===== src/rtl/riscv_csr_pkg.sv =====
// Shared machine-mode CSR definitions: addresses, cause codes and the trap sequencer state encoding.
package riscv_csr_pkg;

  localparam int XLEN_DEFAULT = 32;

  localparam logic [11:0] MSTATUS = 12'h300;
  localparam logic [11:0] MTVEC   = 12'h305;
  localparam logic [11:0] MEPC    = 12'h341;
  localparam logic [11:0] MCAUSE  = 12'h342;
  localparam logic [11:0] MTVAL   = 12'h343;

  localparam logic [3:0] CAUSE_INSN_MISALIGNED = 4'd0;
  localparam logic [3:0] CAUSE_ILLEGAL_INSN    = 4'd2;
  localparam logic [3:0] CAUSE_BREAKPOINT      = 4'd3;
  localparam logic [3:0] CAUSE_ECALL_M         = 4'd11;
  localparam logic [3:0] IRQ_M_SOFT            = 4'd3;
  localparam logic [3:0] IRQ_M_TIMER           = 4'd7;
  localparam logic [3:0] IRQ_M_EXT             = 4'd11;

  typedef enum logic [2:0] {
    IDLE,
    W_EPC,
    W_CAUSE,
    W_TVAL,
    R_TVEC,
    R_EPC
  } trap_state_t;

endpackage


===== src/rtl/trap_sequencer_if.sv =====
// Single read/write port into the machine-mode CSR file; read data is combinational.
interface trap_sequencer_if #(
  parameter int XLEN = 32
);
  logic [11:0]     csr_addr;
  logic            csr_w;
  logic [XLEN-1:0] csr_din;
  logic [XLEN-1:0] csr_dout;

  modport master (output csr_addr, output csr_w, output csr_din, input csr_dout);
  modport slave  (input csr_addr, input csr_w, input csr_din, output csr_dout);
endinterface


===== src/rtl/trap_vector_calc.sv =====
// Trap target from mtvec. Build option TRAP_VECTORED_EN enables vectored interrupt targets.
module trap_vector_calc #(
  parameter int XLEN = 32
) (
  input  logic [XLEN-1:0] mtvec,
  input  logic            intr,
  input  logic [3:0]      code,
  output logic [XLEN-1:0] target
);

  logic [XLEN-1:0] base;
  assign base = {mtvec[XLEN-1:2], 2'b00};

`ifdef TRAP_VECTORED_EN
  logic [XLEN-1:0] offset;
  assign offset = {{(XLEN-6){1'b0}}, code, 2'b00};
  // Modes 2 and 3 fall back to direct.
  assign target = (intr && mtvec[1:0] == 2'b01) ? base + offset : base;
`else
  logic unused_mode;
  assign unused_mode = ^{intr, code, mtvec[1:0]};
  assign target = base;
`endif

endmodule


===== src/rtl/trap_sequencer.sv =====
// Owns the CSR file port: forwards execute accesses, or sequences trap entry / mret redirects.
// Target selection honours TRAP_VECTORED_EN through trap_vector_calc.
module trap_sequencer
  import riscv_csr_pkg::*;
#(
  parameter int XLEN = XLEN_DEFAULT
) (
  input  logic             clk,
  input  logic             rst,
  input  logic [11:0]      ex_csr_addr,
  input  logic             ex_csr_w,
  input  logic [XLEN-1:0]  ex_csr_din,
  output logic [XLEN-1:0]  ex_csr_dout,
  input  logic             exc_valid,
  input  logic [3:0]       exc_code,
  input  logic [XLEN-1:0]  exc_pc,
  input  logic [XLEN-1:0]  exc_tval,
  input  logic             irq_req,
  input  logic [3:0]       irq_code,
  input  logic [XLEN-1:0]  irq_pc,
  input  logic             mret_valid,
  output logic             trap_ack,
  output logic             busy,
  output logic             flush,
  output logic             redirect_valid,
  output logic [XLEN-1:0]  redirect_pc,
  trap_sequencer_if.master csr
);

  trap_state_t     state;
  logic [XLEN-1:0] pc_q;
  logic [XLEN-1:0] tval_q;
  logic [3:0]      code_q;
  logic            intr_q;
  logic            req_any;
  logic [XLEN-1:0] vec_target;

  assign req_any     = exc_valid | mret_valid | irq_req;
  assign busy        = (state != IDLE);
  assign trap_ack    = (state == IDLE) && req_any;
  assign ex_csr_dout = csr.csr_dout;

  trap_vector_calc #(.XLEN(XLEN)) u_vec (
    .mtvec  (csr.csr_dout),
    .intr   (intr_q),
    .code   (code_q),
    .target (vec_target)
  );

  always_ff @(posedge clk) begin
    if (rst) begin
      state          <= IDLE;
      pc_q           <= '0;
      tval_q         <= '0;
      code_q         <= '0;
      intr_q         <= 1'b0;
      flush          <= 1'b0;
      redirect_valid <= 1'b0;
      redirect_pc    <= '0;
    end else begin
      flush          <= 1'b0;
      redirect_valid <= 1'b0;
      redirect_pc    <= '0;
      case (state)
        IDLE: begin
          // Priority exc > mret > irq; losers are dropped, a level irq returns later.
          if (exc_valid) begin
            state  <= W_EPC;
            pc_q   <= exc_pc;
            code_q <= exc_code;
            tval_q <= exc_tval;
            intr_q <= 1'b0;
            flush  <= 1'b1;
          end else if (mret_valid) begin
            state <= R_EPC;
            flush <= 1'b1;
          end else if (irq_req) begin
            state  <= W_EPC;
            pc_q   <= irq_pc;
            code_q <= irq_code;
            tval_q <= '0;
            intr_q <= 1'b1;
            flush  <= 1'b1;
          end
        end
        W_EPC:   state <= W_CAUSE;
        W_CAUSE: state <= W_TVAL;
        W_TVAL:  state <= R_TVEC;
        R_TVEC: begin
          state          <= IDLE;
          redirect_valid <= 1'b1;
          redirect_pc    <= vec_target;
        end
        R_EPC: begin
          state          <= IDLE;
          redirect_valid <= 1'b1;
          redirect_pc    <= csr.csr_dout;
        end
        default: state <= IDLE;
      endcase
    end
  end

  always_comb begin
    csr.csr_addr = ex_csr_addr;
    csr.csr_w    = 1'b0;
    csr.csr_din  = '0;
    case (state)
      IDLE: begin
        csr.csr_addr = ex_csr_addr;
        csr.csr_w    = ex_csr_w & ~req_any;
        csr.csr_din  = ex_csr_din;
      end
      W_EPC: begin
        csr.csr_addr = MEPC;
        csr.csr_w    = 1'b1;
        csr.csr_din  = {pc_q[XLEN-1:1], 1'b0};
      end
      W_CAUSE: begin
        csr.csr_addr = MCAUSE;
        csr.csr_w    = 1'b1;
        csr.csr_din  = {intr_q, {(XLEN-5){1'b0}}, code_q};
      end
      W_TVAL: begin
        csr.csr_addr = MTVAL;
        csr.csr_w    = 1'b1;
        csr.csr_din  = tval_q;
      end
      R_TVEC:  csr.csr_addr = MTVEC;
      R_EPC:   csr.csr_addr = MEPC;
      default: csr.csr_addr = ex_csr_addr;
    endcase
  end

endmodule


===== src/flat_wrapper.sv =====
// flat-port wrapper written by rule: the top's interface ports become plain ports
module trap_sequencer_flat import riscv_csr_pkg::*;
#(
  parameter int XLEN = XLEN_DEFAULT
)
  (clk, rst, ex_csr_addr, ex_csr_w, ex_csr_din, ex_csr_dout, exc_valid, exc_code, exc_pc, exc_tval, irq_req, irq_code, irq_pc, mret_valid, trap_ack, busy, flush, redirect_valid, redirect_pc, csr_csr_addr, csr_csr_w, csr_csr_din, csr_csr_dout);
  trap_sequencer_if #(.XLEN(XLEN)) csr_i ();
  input  logic clk;
  input  logic rst;
  input  logic [11:0] ex_csr_addr;
  input  logic ex_csr_w;
  input  logic [XLEN-1:0] ex_csr_din;
  output logic [XLEN-1:0] ex_csr_dout;
  input  logic exc_valid;
  input  logic [3:0] exc_code;
  input  logic [XLEN-1:0] exc_pc;
  input  logic [XLEN-1:0] exc_tval;
  input  logic irq_req;
  input  logic [3:0] irq_code;
  input  logic [XLEN-1:0] irq_pc;
  input  logic mret_valid;
  output logic trap_ack;
  output logic busy;
  output logic flush;
  output logic redirect_valid;
  output logic [XLEN-1:0] redirect_pc;
  output wire logic [$bits(csr_i.csr_addr)-1:0] csr_csr_addr;
  output wire logic [$bits(csr_i.csr_w)-1:0] csr_csr_w;
  output wire logic [$bits(csr_i.csr_din)-1:0] csr_csr_din;
  input wire logic [$bits(csr_i.csr_dout)-1:0] csr_csr_dout;
  assign csr_csr_addr = csr_i.csr_addr;
  assign csr_csr_w = csr_i.csr_w;
  assign csr_csr_din = csr_i.csr_din;
  assign csr_i.csr_dout = csr_csr_dout;
  trap_sequencer #(.XLEN(XLEN)) u_core (.clk(clk), .rst(rst), .ex_csr_addr(ex_csr_addr), .ex_csr_w(ex_csr_w), .ex_csr_din(ex_csr_din), .ex_csr_dout(ex_csr_dout), .exc_valid(exc_valid), .exc_code(exc_code), .exc_pc(exc_pc), .exc_tval(exc_tval), .irq_req(irq_req), .irq_code(irq_code), .irq_pc(irq_pc), .mret_valid(mret_valid), .trap_ack(trap_ack), .busy(busy), .flush(flush), .redirect_valid(redirect_valid), .redirect_pc(redirect_pc), .csr(csr_i));
endmodule

===== config.mk =====
export PLATFORM = sky130hd
export DESIGN_NAME = trap_sequencer_flat
export DESIGN_NICKNAME = d
export VERILOG_FILES = /design/src/rtl/riscv_csr_pkg.sv /design/src/rtl/trap_sequencer_if.sv /design/src/rtl/trap_vector_calc.sv /design/src/rtl/trap_sequencer.sv /design/src/flat_wrapper.sv
export SDC_FILE = /design/constraint.sdc
export NUM_CORES = 1
export LEC_CHECK = 0
export ABC_AREA = 1
export CORE_AREA = 3 3 127 129
export CTS_CLUSTER_DIAMETER = 60
export DETAILED_ROUTE_END_ITERATION = 8
export DIE_AREA = 0 0 130 132
export PLACE_DENSITY = 0.75
export SYNTH_ARGS = -nofsm -noshare
export SYNTH_HDL_FRONTEND = slang
export SYNTH_SLANG_ARGS = --single-unit
export TNS_END_PERCENT = 30

===== constraint.sdc =====
create_clock -name clk -period 1.38 [get_ports clk]
set_input_delay 0.276 -clock clk [delete_from_list [all_inputs] [get_ports clk]]
set_output_delay 0.276 -clock clk [all_outputs]
set_load 0.005 [all_outputs]

======== Word level (Yosys, flattened, before mapping) ========
Index checks and enable logic that the tools add are counted.
storage, ports and cells
  input bits .............................. 186
  logic and storage cells ................. 53
  register bits ........................... 106
  output and inout port bits .............. 113
cells by class
  bitwise operators ....................... 5
  multiplexer cells ....................... 24
  reduce and logical (&&, ||, !) cells .... 9
  equality and inequality tests ........... 7
operators with widths
  operator              number
  $mux W32              6
  $pmux W32 S4          1
  $pmux W32 S2          1
  $pmux W12 S4          1
  $mux W4               3
  $pmux W3 S4           1
  $mux W3               3
  $mux W1               7
  $eq A3 B2 Y1 const B  2
  $eq A3 B3 Y1 const B  2
  $reduce_or A2 Y1      3
  $ne A4 B4 Y1 const B  1
  $eq A3 B1 Y1 const B  1
  $logic_not A3 Y1      1
  $reduce_and A3 Y1     1
  $reduce_bool A3 Y1    1
  $reduce_or A3 Y1      1
  $ne A2 B2 Y1 const B  1
  $not A1 Y1            2
  $or A1 B1 Y1          2
  $pmux W1 S2           1
  $reduce_bool A2 Y1    1
  $and A1 B1 Y1         1
  $logic_and A1 B1 Y1   1

======== Logic depth before layout (Yosys ltp) ========
  depth after elaboration ................. 5
  mapped depth ............................ 8
  depth with buffers taken out ............ 7

======== Cells and area by module ========
Synthesis repeated with hierarchy kept, for this count alone.
second synthesis, totals
  cell total of the unflattened synthesis .. 898
  area, all modules ....................... 5,683.0 µm²
by module, submodules not included
  module            area each (µm²)  cells an instance  times used  sequential area each (µm²)
  trap_sequencer    5,439.0          865                1           2,102.0
  trap_vector_calc  244.0            33                 1           0.0

======== Least setup slack after synthesis ========
OpenSTA, ideal clock, no wires.
  kind .................................... reg2out
  start point ............................. reg u_core.state[0]
  end point ............................... out csr_csr_din[15]
  arrival time ............................ 1.197 ns
  slack ................................... -0.093 ns
  required time ........................... 1.104 ns
  stages on the path, launching flop included .. 8
  path buffers ............................ 2
  cells stage by stage .................... dfxtp_1 nor2_2 nand2_2 inv_1 buf_2 buf_2 nand2_1 o211ai_1
on the way
  word-level cells in the longest chain between the ends .. 2
  elaborated cells between the ends (all ways) .. 5
  classes of those cells .................. 3 x eq/ne; 1 x mux; 1 x reduce/logical
RTL lines
  element                               line                   RTL
  from (decl)                           trap_sequencer.sv:30   trap_state_t state;
  from (signal assigned)                trap_sequencer.sv:52   state <= IDLE;
  from (signal assigned)                trap_sequencer.sv:68   state <= W_EPC;
  from (signal assigned)                trap_sequencer.sv:75   state <= R_EPC;
  $eq A3 B2 Y1 (tied with other cells)  trap_sequencer.sv:108  case (state)
  $pmux W32 S4 *                        trap_sequencer.sv:108
  to (decl)                             flat_wrapper.sv:29     output wire logic [$bits(csr_i.csr_din)-1:0] csr_csr_din;
Mark *: on every way between the ends. The rest lies on a longest branch, timed or not.

======== Worst setup path after layout ========
  start point ............................. reg u_core.state[2]
  end point ............................... out csr_csr_din[14]
The elaborated chain is that of the path after synthesis.

==> results <==
## worst max-delay path: cells and delay by family (launching register included)
| family | cells | cell delay, ns |
|---|---|---|
| buf+inv | 5 | 0.58 |
| flops | 1 | 0.38 |
| simple gates | 4 | 0.29 |
## sequential cells by signal (all words and copies together) (netlist names)
name,cells
u_core.tval_q,32
u_core.redirect_valid,1
u_core.code_q,4
u_core.redirect_pc,32
u_core.flush,1
u_core.pc_q,31
u_core.intr_q,1
u_core.state,3
## layout make-up
| class | count | area, um^2 | area share (%) |
|---|---|---|---|
| clock buffer | 10 | 239 | 2.51 |
| clock inverter | 6 | 72.6 | 0.762 |
| inverter | 80 | 315 | 3.31 |
| multi-input combinational | 565 | 2710 | 28.5 |
| sequential | 105 | 2110 | 22.2 |
| tap | 188 | 235 | 2.47 |
| timing repair buffer | 398 | 3840 | 40.3 |
## per-layer routing
layer	GRT usage, %	vias up	part of all wire [%]
li1	-	3125	-
met1	28.3	2754	40
met2	42.2	228	52
met3	5.71	22	6.0
met4	6.06	2	1.4
met5	0	-	0.061
## synth_stat cells, types with 2 or more instances
cell / instances
nand4_1: 4
nor3_1: 2
clkbuf_1: 21
o21ai_0: 3
buf_4: 33
buf_2: 18
nand2_1: 299
nand2_2: 2
buf_1: 2
or2_2: 2
nand3_1: 21
nor2_4: 2
inv_1: 78
a21oi_1: 6
dfxtp_1: 105
a21boi_0: 35
nor2_1: 172
o211ai_1: 14
## kinds of logic after synthesis
logic type / count (synthesis)
flops: 105
buf+inv: 155
simple gates: 505
compound gates: 60
## report_power, final
group / total (mW) / switching [mW] / internal (mW)
registers: 3.84 / 0.320 / 3.52
logic: 5.64 / 2.70 / 2.93
clock network: 2.67 / 1.19 / 1.48
total: 12.1 / 4.21 / 7.92
## how the worst max path moves through the flow
stage / from / to / slack, ns
6_report: u_core.state[2] / csr_csr_din[14] / -0.51
5_1_grt: u_core.state[2] / csr_csr_din[5] / -0.60
3_5_place_dp: mret_valid / csr_csr_w / -0.58
2_1_floorplan: exc_valid / csr_csr_w / -0.01
4_1_cts: u_core.state[1] / csr_csr_din[3] / -0.54
3_3_place_gp: mret_valid / csr_csr_w / -0.58
## through the flow
stage	setup TNS [ns]	hold WS [ns]	utilization, %	area (um^2)	std cells
after CTS	-32.35	0.350	61.8	9360	1350
after detailed placement	-55.58	0.455	56.8	8610	1300
after global routing	-42.59	0.381	62.9	9520	1352
after floorplan	-0.0301	0.338	-	5250	825
final	-34.15	0.383	62.9	9520	1352
after global placement	-55.01	0.450	56.8	8610	1300
## what timing repair did
action | CTS | global route
gates cloned | 9 | 0
resized for setup | 331 | 74
setup endpoints to repair | 181 | 115
buffers inserted | 25 | 7
pin swaps | 26 | 23
==> flow_metrics.py <==
metrics = {
    "die": {
        "io_pins": 299,
        "die-area_um2": 17200,
        "core_um2": 15100,
        "die_w_um": 130,
        "rows": 45,
        "die_h_um": 132,
        "start_util_pct": 34.5,
    },
    "clock_network": {
        "tritoncts": "built",
        "cts.sinks": 105,
        "clk_pin_slew_ns": 0.07,
        "numCtsBuffers": 9,
        "clk_path_buf_depth": 2,
        "ctsRootBufferMaster": "clkbuf_16",
        "cts_hold_buf": 0,
        "clock_latency_ns": 0.35,
        "cts-htree-levels": 3,
    },
    "setup_path": {
        "start_kind": "flip-flop",
        "crit_chain": "inv_2 > nand2_4 > nor2_4 > buf_6 > buf_6 > buf_4 > nand2_2 > nand3_2 > buf_6",
        "critPathMaxFanout": 5,
        "endpoint_kind": "primary output",
        "crit_type": "flip-flop to primary output",
        "reg2reg_slack_ns": -0.38,
        "r2r-end": "u_core.pc_q[22]",
        "reg2reg_from": "u_core.state[1]",
        "critPathRequiredTime_ns": 1.10,
        "cp_slowest_cell": "dfxtp_4",
        "critical-path-max-stage-delay_ns": 0.38,
        "r2r_cells": 12,
        "path_common_cell": "buf_6",
        "arrival_ns": 1.62,
    },
    "logic_synthesis": {
        "yosysTopAreaCellShare_pct": 40.2,
        "seq_area_frac_synth_pct": 40.2,
        "syn-num-nets": 1011,
        "synth_mux_area_share_pct": 0,
        "async_flop_share_pct": 0,
        "post_synth_xor_area_fraction_pct": 0,
        "syn_inst": 825,
        "ys_seq_elements": 105,
        "avgSynthCellArea_um2": 6.34,
        "synth_top_family_by_area": "simple AND/OR/NAND/NOR gates",
        "synthAdderAreaFrac_pct": 0,
        "yosysTopAreaCell": "dfxtp_1",
        "synth_compound_area_share_pct": 8.19,
        "synth-edff-count": 0,
        "synth-main-ff-cell": "dfxtp_1",
        "ys.warnings.count": 0,
        "synthDistinctLibCells": 24,
        "synth_area_leaders": "dfxtp_1 40%, nand2_1 21%, nor2_1 12%",
        "netlist_area_um2": 5230,
        "synthSimpleGateAreaFrac_pct": 37.5,
    },
    "drt": {
        "vias": 6131,
        "finalWirelength_um": 21300,
        "drt-initial-drc-count": 351,
        "via_per_inst": 4.53,
        "final_antenna_net_count": 0,
        "first_pass_iters": 5,
        "drc": 0,
        "wl_per_cell_um": 15.8,
    },
    "grt": {
        "grt_pass1_vias": 5966,
        "grt_max_degree": 41,
        "grt_pass1_wl_um": 31700,
        "grt_overflow_total": 0,
        "antenna_found_initial": 1,
        "grt_util_all_layers_pct": 23.7,
    },
    "cells_and_area": {
        "layout_common_cells": "261 x nand2_1, 180 x clkdlybuf4s50_1, 162 x nor2_1, 102 x dfxtp_1, 72 x inv_1",
        "fillers": 1369,
        "drive_gt1_share_pct": 21.4,
        "nets": 1345,
        "diodes": 0,
        "final_common_cell": "nand2_1",
        "syn_to_final_growth_pct": 82.2,
    },
    "sta": {
        "slew_violations": 0,
        "fmax_ghz": 0.528,
        "period_share_pct": 137,
        "final_hold_viol_count": 0,
        "worst_pin_slew_ns": 0.297,
        "max_slew_margin_pct": 80.2,
        "period_minus_slack_ns": 1.89,
        "setup_ws_ns": -0.512,
        "setup_viol_count_final": 98,
        "rsz0062_at_grt": "true",
        "fin_skew_ns": 0.00759,
    },
    "min_path": {
        "holdCritPathClass": "input port to flip-flop",
        "min_from": "csr_csr_dout[23]",
        "hold-path-cell-count": 3,
        "hold_path_end": "u_core.redirect_pc[23]",
    },
    "placement": {
        "io_buffers": 296,
        "place_ws_ns": -0.576,
        "gp_congestion": 0.860,
        "dp_hpwl_um": 14400,
    },
    "pwr": {
        "ir_worst_vdd_mv": 0.834,
        "leakage_nw": 4.93,
        "p_total_mw": 12.1,
        "powerDensity_nw_per_um2": 1270,
    },
    "run_status": {
        "run_status": "finished with violations",
        "violations": "negative setup slack",
    },
    "job": {
        "drv_cap": 0,
    },
}
Note: power is estimated with default switching activity, not from simulation.
